===== config.mk =====
export PLATFORM = sky130hd
export DESIGN_NAME = calc_controller
export DESIGN_NICKNAME = d
export VERILOG_FILES = /design/src/rtl/calc_pkg.sv /design/src/rtl/calc_operand_entry.sv /design/src/rtl/calc_controller.sv
export SDC_FILE = /design/constraint.sdc
export NUM_CORES = 1
export LEC_CHECK = 0
export BUFFER_PORTS_ARGS = -buffer_cell sky130_fd_sc_hd__clkbuf_2
export CAP_MARGIN = 20
export CORE_MARGIN = 10
export CORE_UTILIZATION = 59
export CTS_CLUSTER_DIAMETER = 60
export DETAILED_ROUTE_END_ITERATION = 16
export HOLD_SLACK_MARGIN = 0.03
export PLACE_DENSITY_LB_ADDON = 0.05
export RECOVER_POWER = 100
export SETUP_SLACK_MARGIN = 0.5
export SLEW_MARGIN = 20
export SYNTH_ARGS = -nofsm -noshare
export SYNTH_HDL_FRONTEND = slang
export SYNTH_SLANG_ARGS = --single-unit

===== constraint.sdc =====
create_clock -name clock -period 8 [get_ports clock]
set_input_delay 1.6 -clock clock [delete_from_list [all_inputs] [get_ports clock]]
set_output_delay 1.6 -clock clock [all_outputs]
set_load 0.005 [all_outputs]

===== src/rtl/calc_pkg.sv =====
// Shared constants for the keypad calculator controller:
// widths, range limit, opcodes, key codes and FSM states.
`timescale 1ns/1ps
package calc_pkg;

   localparam int CALC_DIGITS = 3;
   localparam int CALC_OPW    = 11;
   localparam int CALC_RESW   = 21;
   localparam int CALC_LIMIT  = 999;

   localparam logic [1:0] OP_ADD = 2'b00;
   localparam logic [1:0] OP_SUB = 2'b01;
   localparam logic [1:0] OP_MUL = 2'b10;
   localparam logic [1:0] OP_DIV = 2'b11;

   localparam logic [4:0] KEY_ADD = 5'd10;
   localparam logic [4:0] KEY_SUB = 5'd11;
   localparam logic [4:0] KEY_MUL = 5'd12;
   localparam logic [4:0] KEY_DIV = 5'd13;
   localparam logic [4:0] KEY_EQ  = 5'd14;
   localparam logic [4:0] KEY_CLR = 5'd15;
   localparam logic [4:0] KEY_NEG = 5'd16;

   typedef enum logic [2:0] {
      ENTER_A,
      OP_WAIT,
      ENTER_B,
      COMPUTE,
      CAPTURE,
      SHOW,
      ERROR
   } state_t;

endpackage


===== src/rtl/calc_operand_entry.sv =====
// Decimal operand accumulator: magnitude, digit count and sign.
// value is the operand as it will stand after this cycle's event.
`timescale 1ns/1ps
module calc_operand_entry
   import calc_pkg::*;
#(
   parameter int DIGITS = CALC_DIGITS,
   parameter int OPW    = CALC_OPW
)(
   input  logic                  clock,
   input  logic                  reset,
   input  logic                  clr,
   input  logic                  start,
   input  logic                  digit_en,
   input  logic                  negate,
   input  logic [3:0]            digit,
   output logic signed [OPW-1:0] value
);

   localparam int CW = $clog2(DIGITS + 1);
   localparam logic [CW-1:0] CMAX = CW'(DIGITS);

   logic [OPW-1:0] mag;
   logic [OPW-1:0] mag_n;
   logic [OPW-1:0] dext;
   logic [CW-1:0]  cnt;
   logic [CW-1:0]  cnt_n;
   logic           neg;
   logic           neg_n;

   assign dext = {{(OPW-4){1'b0}}, digit};

   always_comb begin
      mag_n = mag;
      cnt_n = cnt;
      neg_n = neg;
      if (clr) begin
         mag_n = '0;
         cnt_n = '0;
         neg_n = 1'b0;
      end else if (start) begin
         mag_n = dext;
         cnt_n = CW'(1);
         neg_n = 1'b0;
      end else begin
         if (digit_en && cnt != CMAX) begin
            mag_n = (mag << 3) + (mag << 1) + dext;
            cnt_n = cnt + CW'(1);
         end
         if (negate)
            neg_n = ~neg;
      end
   end

   assign value = neg_n ? -$signed(mag_n) : $signed(mag_n);

   always_ff @(posedge clock) begin
      if (reset) begin
         mag <= '0;
         cnt <= '0;
         neg <= 1'b0;
      end else begin
         mag <= mag_n;
         cnt <= cnt_n;
         neg <= neg_n;
      end
   end

endmodule


===== src/rtl/calc_controller.sv =====
// Keypad sequencer feeding the calculator ALU and display mux.
// Define CALC_CHAIN_EN to let an operator in SHOW chain on the result.
`timescale 1ns/1ps
module calc_controller
   import calc_pkg::*;
#(
   parameter int DIGITS = CALC_DIGITS,
   parameter int OPW    = CALC_OPW,
   parameter int RESW   = CALC_RESW
)(
   input  logic                   clock,
   input  logic                   reset,
   input  logic                   key_valid,
   input  logic [4:0]             key_code,
   input  logic signed [RESW-1:0] alu_result,
   output logic signed [OPW-1:0]  regA,
   output logic signed [OPW-1:0]  regB,
   output logic [1:0]             opcode,
   output logic                   computestrobe,
   output logic signed [RESW-1:0] disp_value,
   output logic                   disp_is_result,
   output logic                   err,
   output logic                   busy
);

   state_t state;
   state_t state_n;

   logic signed [OPW-1:0]  ra_n;
   logic signed [OPW-1:0]  rb_n;
   logic [1:0]             op_n;
   logic signed [RESW-1:0] dv_n;
   logic                   dr_n;

   logic                   ent_clr;
   logic                   ent_start;
   logic                   ent_dig;
   logic                   ent_neg;
   logic signed [OPW-1:0]  ent_val;

   logic                   is_dig;
   logic                   is_op;
   logic                   is_eq;
   logic                   is_clr;
   logic                   is_neg;
   logic [1:0]             kop;

   assign is_dig = key_valid && key_code <= 5'd9;
   assign is_op  = key_valid && key_code >= KEY_ADD && key_code <= KEY_DIV;
   assign is_eq  = key_valid && key_code == KEY_EQ;
   assign is_clr = key_valid && key_code == KEY_CLR;
   assign is_neg = key_valid && key_code == KEY_NEG;
   // keys 10..13 map onto opcodes 00..11 by a 2-bit offset
   assign kop    = key_code[1:0] + 2'b10;

`ifdef CALC_CHAIN_EN
   localparam logic signed [RESW-1:0] LIM = RESW'(CALC_LIMIT);
   logic over;
   assign over = (disp_value > LIM) || (disp_value < -LIM);
`endif

   calc_operand_entry #(
      .DIGITS (DIGITS),
      .OPW    (OPW)
   ) u_entry (
      .clock    (clock),
      .reset    (reset),
      .clr      (ent_clr),
      .start    (ent_start),
      .digit_en (ent_dig),
      .negate   (ent_neg),
      .digit    (key_code[3:0]),
      .value    (ent_val)
   );

   always_comb begin
      state_n   = state;
      ra_n      = regA;
      rb_n      = regB;
      op_n      = opcode;
      dv_n      = disp_value;
      dr_n      = disp_is_result;
      ent_clr   = 1'b0;
      ent_start = 1'b0;
      ent_dig   = 1'b0;
      ent_neg   = 1'b0;
      if (is_clr) begin
         state_n = ENTER_A;
         ra_n    = '0;
         rb_n    = '0;
         op_n    = OP_ADD;
         dv_n    = '0;
         dr_n    = 1'b0;
         ent_clr = 1'b1;
      end else begin
         unique case (state)
            ENTER_A: begin
               ent_dig = is_dig;
               ent_neg = is_neg;
               if (is_dig || is_neg) begin
                  ra_n = ent_val;
                  dv_n = RESW'(ent_val);
               end else if (is_op) begin
                  op_n    = kop;
                  ent_clr = 1'b1;
                  state_n = OP_WAIT;
               end
            end
            OP_WAIT: begin
               ent_dig = is_dig;
               if (is_op) begin
                  op_n = kop;
               end else if (is_dig) begin
                  rb_n    = ent_val;
                  dv_n    = RESW'(ent_val);
                  state_n = ENTER_B;
               end
            end
            ENTER_B: begin
               ent_dig = is_dig;
               ent_neg = is_neg;
               if (is_dig || is_neg) begin
                  rb_n = ent_val;
                  dv_n = RESW'(ent_val);
               end else if (is_eq) begin
                  if (opcode == OP_DIV && regB == '0)
                     state_n = ERROR;
                  else
                     state_n = COMPUTE;
               end
            end
            COMPUTE: state_n = CAPTURE;
            CAPTURE: begin
               dv_n    = alu_result;
               dr_n    = 1'b1;
               state_n = SHOW;
            end
            SHOW: begin
               if (is_dig) begin
                  ent_start = 1'b1;
                  ra_n      = ent_val;
                  dv_n      = RESW'(ent_val);
                  dr_n      = 1'b0;
                  state_n   = ENTER_A;
               end
`ifdef CALC_CHAIN_EN
               else if (is_op) begin
                  if (over) begin
                     state_n = ERROR;
                  end else begin
                     ra_n    = OPW'(disp_value);
                     op_n    = kop;
                     dr_n    = 1'b0;
                     ent_clr = 1'b1;
                     state_n = OP_WAIT;
                  end
               end
`endif
            end
            ERROR: state_n = ERROR;
            default: state_n = ENTER_A;
         endcase
      end
   end

   always_ff @(posedge clock) begin
      if (reset) begin
         state          <= ENTER_A;
         regA           <= '0;
         regB           <= '0;
         opcode         <= OP_ADD;
         disp_value     <= '0;
         disp_is_result <= 1'b0;
      end else begin
         state          <= state_n;
         regA           <= ra_n;
         regB           <= rb_n;
         opcode         <= op_n;
         disp_value     <= dv_n;
         disp_is_result <= dr_n;
      end
   end

   assign computestrobe = state == COMPUTE;
   assign busy          = state == COMPUTE || state == CAPTURE;
   assign err           = state == ERROR;

endmodule


* After elaboration in Yosys (flattened, before gate mapping)
Index checks and enable logic that the tools add are counted.
Storage, ports and cells: output and inout port bits 49, memories 0, flip-flop bits (word level) 63, bits in latches 0, bits of input ports 29, memory bits (writable) 0, memory bits (read-only) 0
Cells by class: divide/modulo/power cells 0, equality and inequality tests 21, reduce and logical (&&, ||, !) cells 29, shifts and indexed selects 0, muxes and demuxes 43, add/subtract/negate cells 5, multiply operators 0, bitwise logic cells 1, order comparisons 3
Operator list (number):
- $pmux W21 S4 | 1
- $mux W11 | 7
- $mux W21 | 3
- $pmux W11 S2 | 2
- $mux W3 | 8
- $pmux W3 S7 | 1
- $ne A2 B2 Y1 const B | 10
- $mux W1 | 17
- $add A11 B11 Y11 | 1
- $add A11 B4 Y11 | 1
- $logic_not A11 Y1 | 1
- $neg A11 Y11 | 1
- $eq A5 B4 Y1 const B | 2
- $le A5 B4 Y1 const B | 2
- $reduce_bool A2 Y1 | 5
- $eq A3 B3 Y1 const B | 3
- $logic_and A1 B1 Y1 | 8
- $reduce_and A7 Y1 | 1
- $eq A3 B2 Y1 const B | 2
- $reduce_and A3 Y1 | 2
- $reduce_or A2 Y1 | 3
- $reduce_or A3 Y1 | 2
- $eq A5 B5 Y1 const B | 1
- $ge A5 B4 Y1 const B | 1
- 14 further kinds | 17

* Longest topological paths before layout
depth in word-level cells 13, depth in mapped cells 14, gate-level depth less buffers 13

* By module
From an unflattened synthesis, not the netlist that was laid out.
Unflattened totals: cells, all modules 438, area total of the unflattened synthesis 3926.3 um^2
Modules (own cells, without submodules):
- calc_controller | sequential area each 980.9 um^2, instances 1, area each 2538.7 um^2, cells each 266
- calc_operand_entry | sequential area each 280.3 um^2, instances 1, area each 1387.6 um^2, cells each 172

* Worst setup path before layout
No wires, ideal clock.
path type input -> register, from input key_code[3], to register disp_value[8], cell stages on the path 13, data arrival time 4328 ps, path slack 3602 ps, cell sequence inv_1 -> fa_1 -> inv_1 -> ha_1 -> a211oi_1 -> nor2_1 -> xnor2_1 -> a311o_1 -> o21a_1 -> a41oi_1 -> xor2_1 -> a211o_1 -> a21oi_1
On the way: longest elaborated chain between the ends 13, elaborated cells between the ends (all ways) 40
Ends and longest elaborated chain:
- start, declared | line calc_controller.sv:14 | input logic [4:0] key_code,
- $le A5 B4 Y1 or $ge A5 B4 Y1 (tied branches) | line calc_controller.sv:48, calc_controller.sv:49
- $logic_and A1 B1 Y1 (on tied branches) | line calc_controller.sv:48, calc_controller.sv:49
- $mux W1 or $logic_and A1 B1 Y1 (tied branches) | line calc_controller.sv:96, calc_controller.sv:49
- $mux W1 (on tied branches) | line calc_controller.sv:87, calc_controller.sv:103
- $logic_and A1 B1 Y1 or $mux W1 (tied branches) | line calc_operand_entry.sv:46, calc_controller.sv:100
- $mux W11 or $mux W1 (tied branches) | line calc_operand_entry.sv:46, calc_controller.sv:96
- $mux W11 or $mux W1 (tied branches) | line calc_operand_entry.sv:41, calc_controller.sv:87
- $mux W11 | line calc_operand_entry.sv:37 | if (clr) begin
- $neg A11 Y11 | line calc_operand_entry.sv:55 | assign value = neg_n ? -$signed(mag_n) : $signed(mag_n);
- $mux W11 | line calc_operand_entry.sv:55
- $mux W21 | line calc_controller.sv:113, calc_controller.sv:139
- $mux W21 | line calc_controller.sv:111 | if (is_op) begin
- $pmux W21 S4 | line calc_controller.sv:96 | unique case (state)
- end signal, assigned | line calc_controller.sv:179 | disp_value <= dv_n;
- end, declared | line calc_controller.sv:20 | output logic signed [RESW-1:0] disp_value,
Several ways; a longest one is shown, not always the timed one. The select of a mux whose other input is x is not followed. A chain may end at the register's enable or synchronous reset.

* Worst setup path in the final report
from input key_code[3], to register disp_value[18]
Same word-level chain as after synthesis.

==> flow_summary.toml <==
[clocking]
ctsHoldBuffers = 0
htreeDepth = 3
clock-sinks = 63
clkLatencyLatePin_ps = 340
post_cts_resized = 0
ctsLongestPathBuffers = 2
clkTransAtPathRegs_ps = 80
root_buffer = "clkbuf_8"
cts_tree = "built"
cts_buffers = 9
cts_setup_buffers = 0

[logic_synthesis]
synthAdderAreaFrac_pct = 7.41
synth.area.top_cells = "dfxtp_1 (35%), nor2_1 (7.2%), ha_1 (6.3%)"
synth_top_family_by_area = "compound AO/OA/AOI/OAI gates"
syn_inst = 420
synth_top_area_cell = "dfxtp_1"
synth_compound_area_share_pct = 24.1
yosys_warnings = 0
synth-edff-count = 0
synth_xor_area_share_pct = 3.88
syn_avg_cell_area_um2 = 8.52
ys_types = 68
yosys.area_share.simple_pct = 21.9
yosys_register_bits = 63
synthArstFlopShare_pct = 0
synthMostInstantiatedCell = "nor2_1"
synth_common_cells = "nor2_1 (69), dfxtp_1 (63), a21oi_1 (30), o21ai_0 (23), nand2_1 (19)"
yosysSeqAreaShare_pct = 35.2
synth_nets = 469
yosys-mux-area-fraction_pct = 2.80
synth_ff_type = "dfxtp_1"
synth_top_area_share_pct = 35.2
netlist_area_um2 = 3580

[worst_hold_path]
hp-class = "reg -> reg"
min_from = "disp_value[7]"

[drt]
via_count = 3354
drt_iter0_drc = 230
avgViaCountPerCell = 5.92
wl_per_cell_um = 17.4
drtPass1Iterations = 4
wl_mm = 9.86
antenna_left = 0
drt_drc_violations_left = 0

[worst_setup_path]
worst_setup_path_start_kind = "input port"
critPathLaunch = "key_code[3]"
setup.worst_path.end = "disp_value[18]"
slowest_delay_ps = 870
cp-end-kind = "flip-flop"
crit_chain = "clkbuf_1 > inv_1 > fa_1 > inv_1 > ha_1 > a211oi_1 > nor2_1 > xnor2_1 > a311o_1 > o21a_1 > nand4_1 > nand3_1 > a31oi_1 > a22o_1"
cp_common_cell = "inv_1"
cp.required_ps = 8280
arrival_ps = 5490
critPathMaxFanout = 11
reg2reg_setup_slack_ps = 3910
r2r-start = "state[2]"
worstReg2RegEnd = "disp_value[18]"
critical_path_class = "in -> reg"
r2r_cells = 11
slowest_stage = "a31oi_1"

[power_and_ir_drop]
vdd_drop_max_mv = 0.132
p_switching_w = 0.000197
p_int_w = 0.000569
power_frac_seq_pct = 43.0
power_frac_clock_pct = 43.5
p_leak_nw = 1.62
power_density_nw_per_um2 = 188
power_w = 0.000766
comb_power_share_pct = 13.5
switching_share_pct = 25.7

[final_layout]
diodes = 0
fillers = 543
final_cells = 567
design_area_um2 = 4080
final_layout_size_suffix_gt1_share_pct = 12.2
fin_nets = 536
area_growth_syn_to_layout_pct = 13.9

[global_routing]
grt_usage_pct = 20.1
grt_max_degree = 31
antenna_found_initial = 0
grt-ovfl-total = 0
grt_pass1_wl_mm = 16.4
grt_pass1_vias = 3337

[sta]
fin_skew_ps = 7.14
finalSetupTns_ps = 0
final_hold_viol_count = 0
setup_viol = 0
slew_violations = 31
period_minus_slack_ps = 5210
fmax_mhz = 192
timing.final.crit_share_pct = 65.1
rsz0062_at_grt = "no"
worst_pin_slew_ps = 1740
max_slew_margin_pct = -15.9

[floorplanning]
core_area_um2 = 5920
die_x_um = 97.9
ios = 78
die_area_um2 = 9580
start_util_pct = 60.5
fp.dieH_um = 97.9
row_count = 28

[placement]
dp_hpwl_mm = 7.33
gp_congestion = 0.863
io_buffers = 77
dp.cells = 551
postPlaceCellArea_um2 = 3960

[status]
status = "complete, but fails checks"
violations = "max-capacitance violations, max-slew violations"

[job]
drv_cap = 1
## worst min path at each step
stage	end	depth (start not counted)
2_1_floorplan	disp_value[8]	2
3_3_place_gp	disp_value[7]	2
3_5_place_dp	disp_value[8]	2
4_1_cts	disp_value[8]	2
5_1_grt	disp_value[14]	1
6_report	disp_value[7]	2
## cell families (layout without fill, tap and decap cells)
| logic type | Yosys count | count (layout) |
|---|---|---|
| compound gates | 121 | 121 |
| xor+xnor | 15 | 15 |
| fa+ha+maj | 20 | 20 |
| buf+inv | 36 | 108 |
| flops | 63 | 63 |
| mux | 10 | 10 |
| simple gates | 155 | 155 |
## power by group through the flow
| stage | Clock [W] | Sequential (W) | Combinational (W) |
|---|---|---|---|
| after floorplan | 0 | 0.000335 | 0.0000763 |
| after global placement | 0 | 0.000336 | 0.000106 |
| after detailed placement | 0 | 0.000336 | 0.000108 |
| after CTS | 0.000336 | 0.000329 | 0.000108 |
| after global routing | 0.000351 | 0.000330 | 0.000116 |
| final | 0.000333 | 0.000329 | 0.000103 |
## state kept, by name, indices dropped and copies added, names as in the netlist
register / flops
regB: 11
u_entry.neg: 1
state: 3
u_entry.mag: 11
u_entry.cnt: 2
disp_is_result: 1
regA: 11
disp_value: 21
opcode: 2
## metal layers
metal	track usage (%)	up-vias	routed length (µm)
met5	0	-	0
met4	8.28	0	138
met3	5.43	14	636
met2	31.9	105	4600
met1	25.2	1567	4480
li1	-	1668	-
## cell type report
type                       instances  area (µm²)  share of cell area (%)
clock buffer                      10         128                    3.13
clock inverter                     6         109                    2.67
inverter                          12        45.0                    1.10
multi-input combinational        321        2090                    51.3
sequential                        63        1260                    30.9
tap                               75        93.8                    2.30
timing repair buffer              80         348                    8.53
## per-stage QoR
stage / hold slack [ps] / setup slack [ps] / util, %
finish: 462 / 2790 / 68.9
global placement: 446 / 2960 / 66.8
floorplan: 448 / 3600 / -
CTS: 463 / 3240 / 70.8
global route: 490 / 2530 / 68.9
detailed placement: 446 / 2900 / 66.8
## layout by cell type, fill, tap and decap left out, drive strengths merged, types with 3 or more instances in the layout
master	instances
a211oi	14
a21o	5
a21oi	30
a22o	11
a311oi	3
a31oi	5
buf	3
bufinv	3
clkbuf	87
clkinv	3
dfxtp	63
ha	18
inv	12
mux2i	10
nand2	20
nand3	5
nand4	4
nor2	69
nor2b	3
nor3	13
nor4	6
o211ai	3
o21ai	28
or2	8
or3	13
xnor2	9
xor2	6
## critical path, delay by kind of cell
family	cells	cell delay, ps
adder cells (fa/ha/maj)	2	880
buffers and inverters	3	420
XOR/XNOR	1	150
AND/OR/NAND/NOR	3	360
AO/OA/AOI/OAI	5	2070
Note: power is estimated with default switching activity, not from simulation.
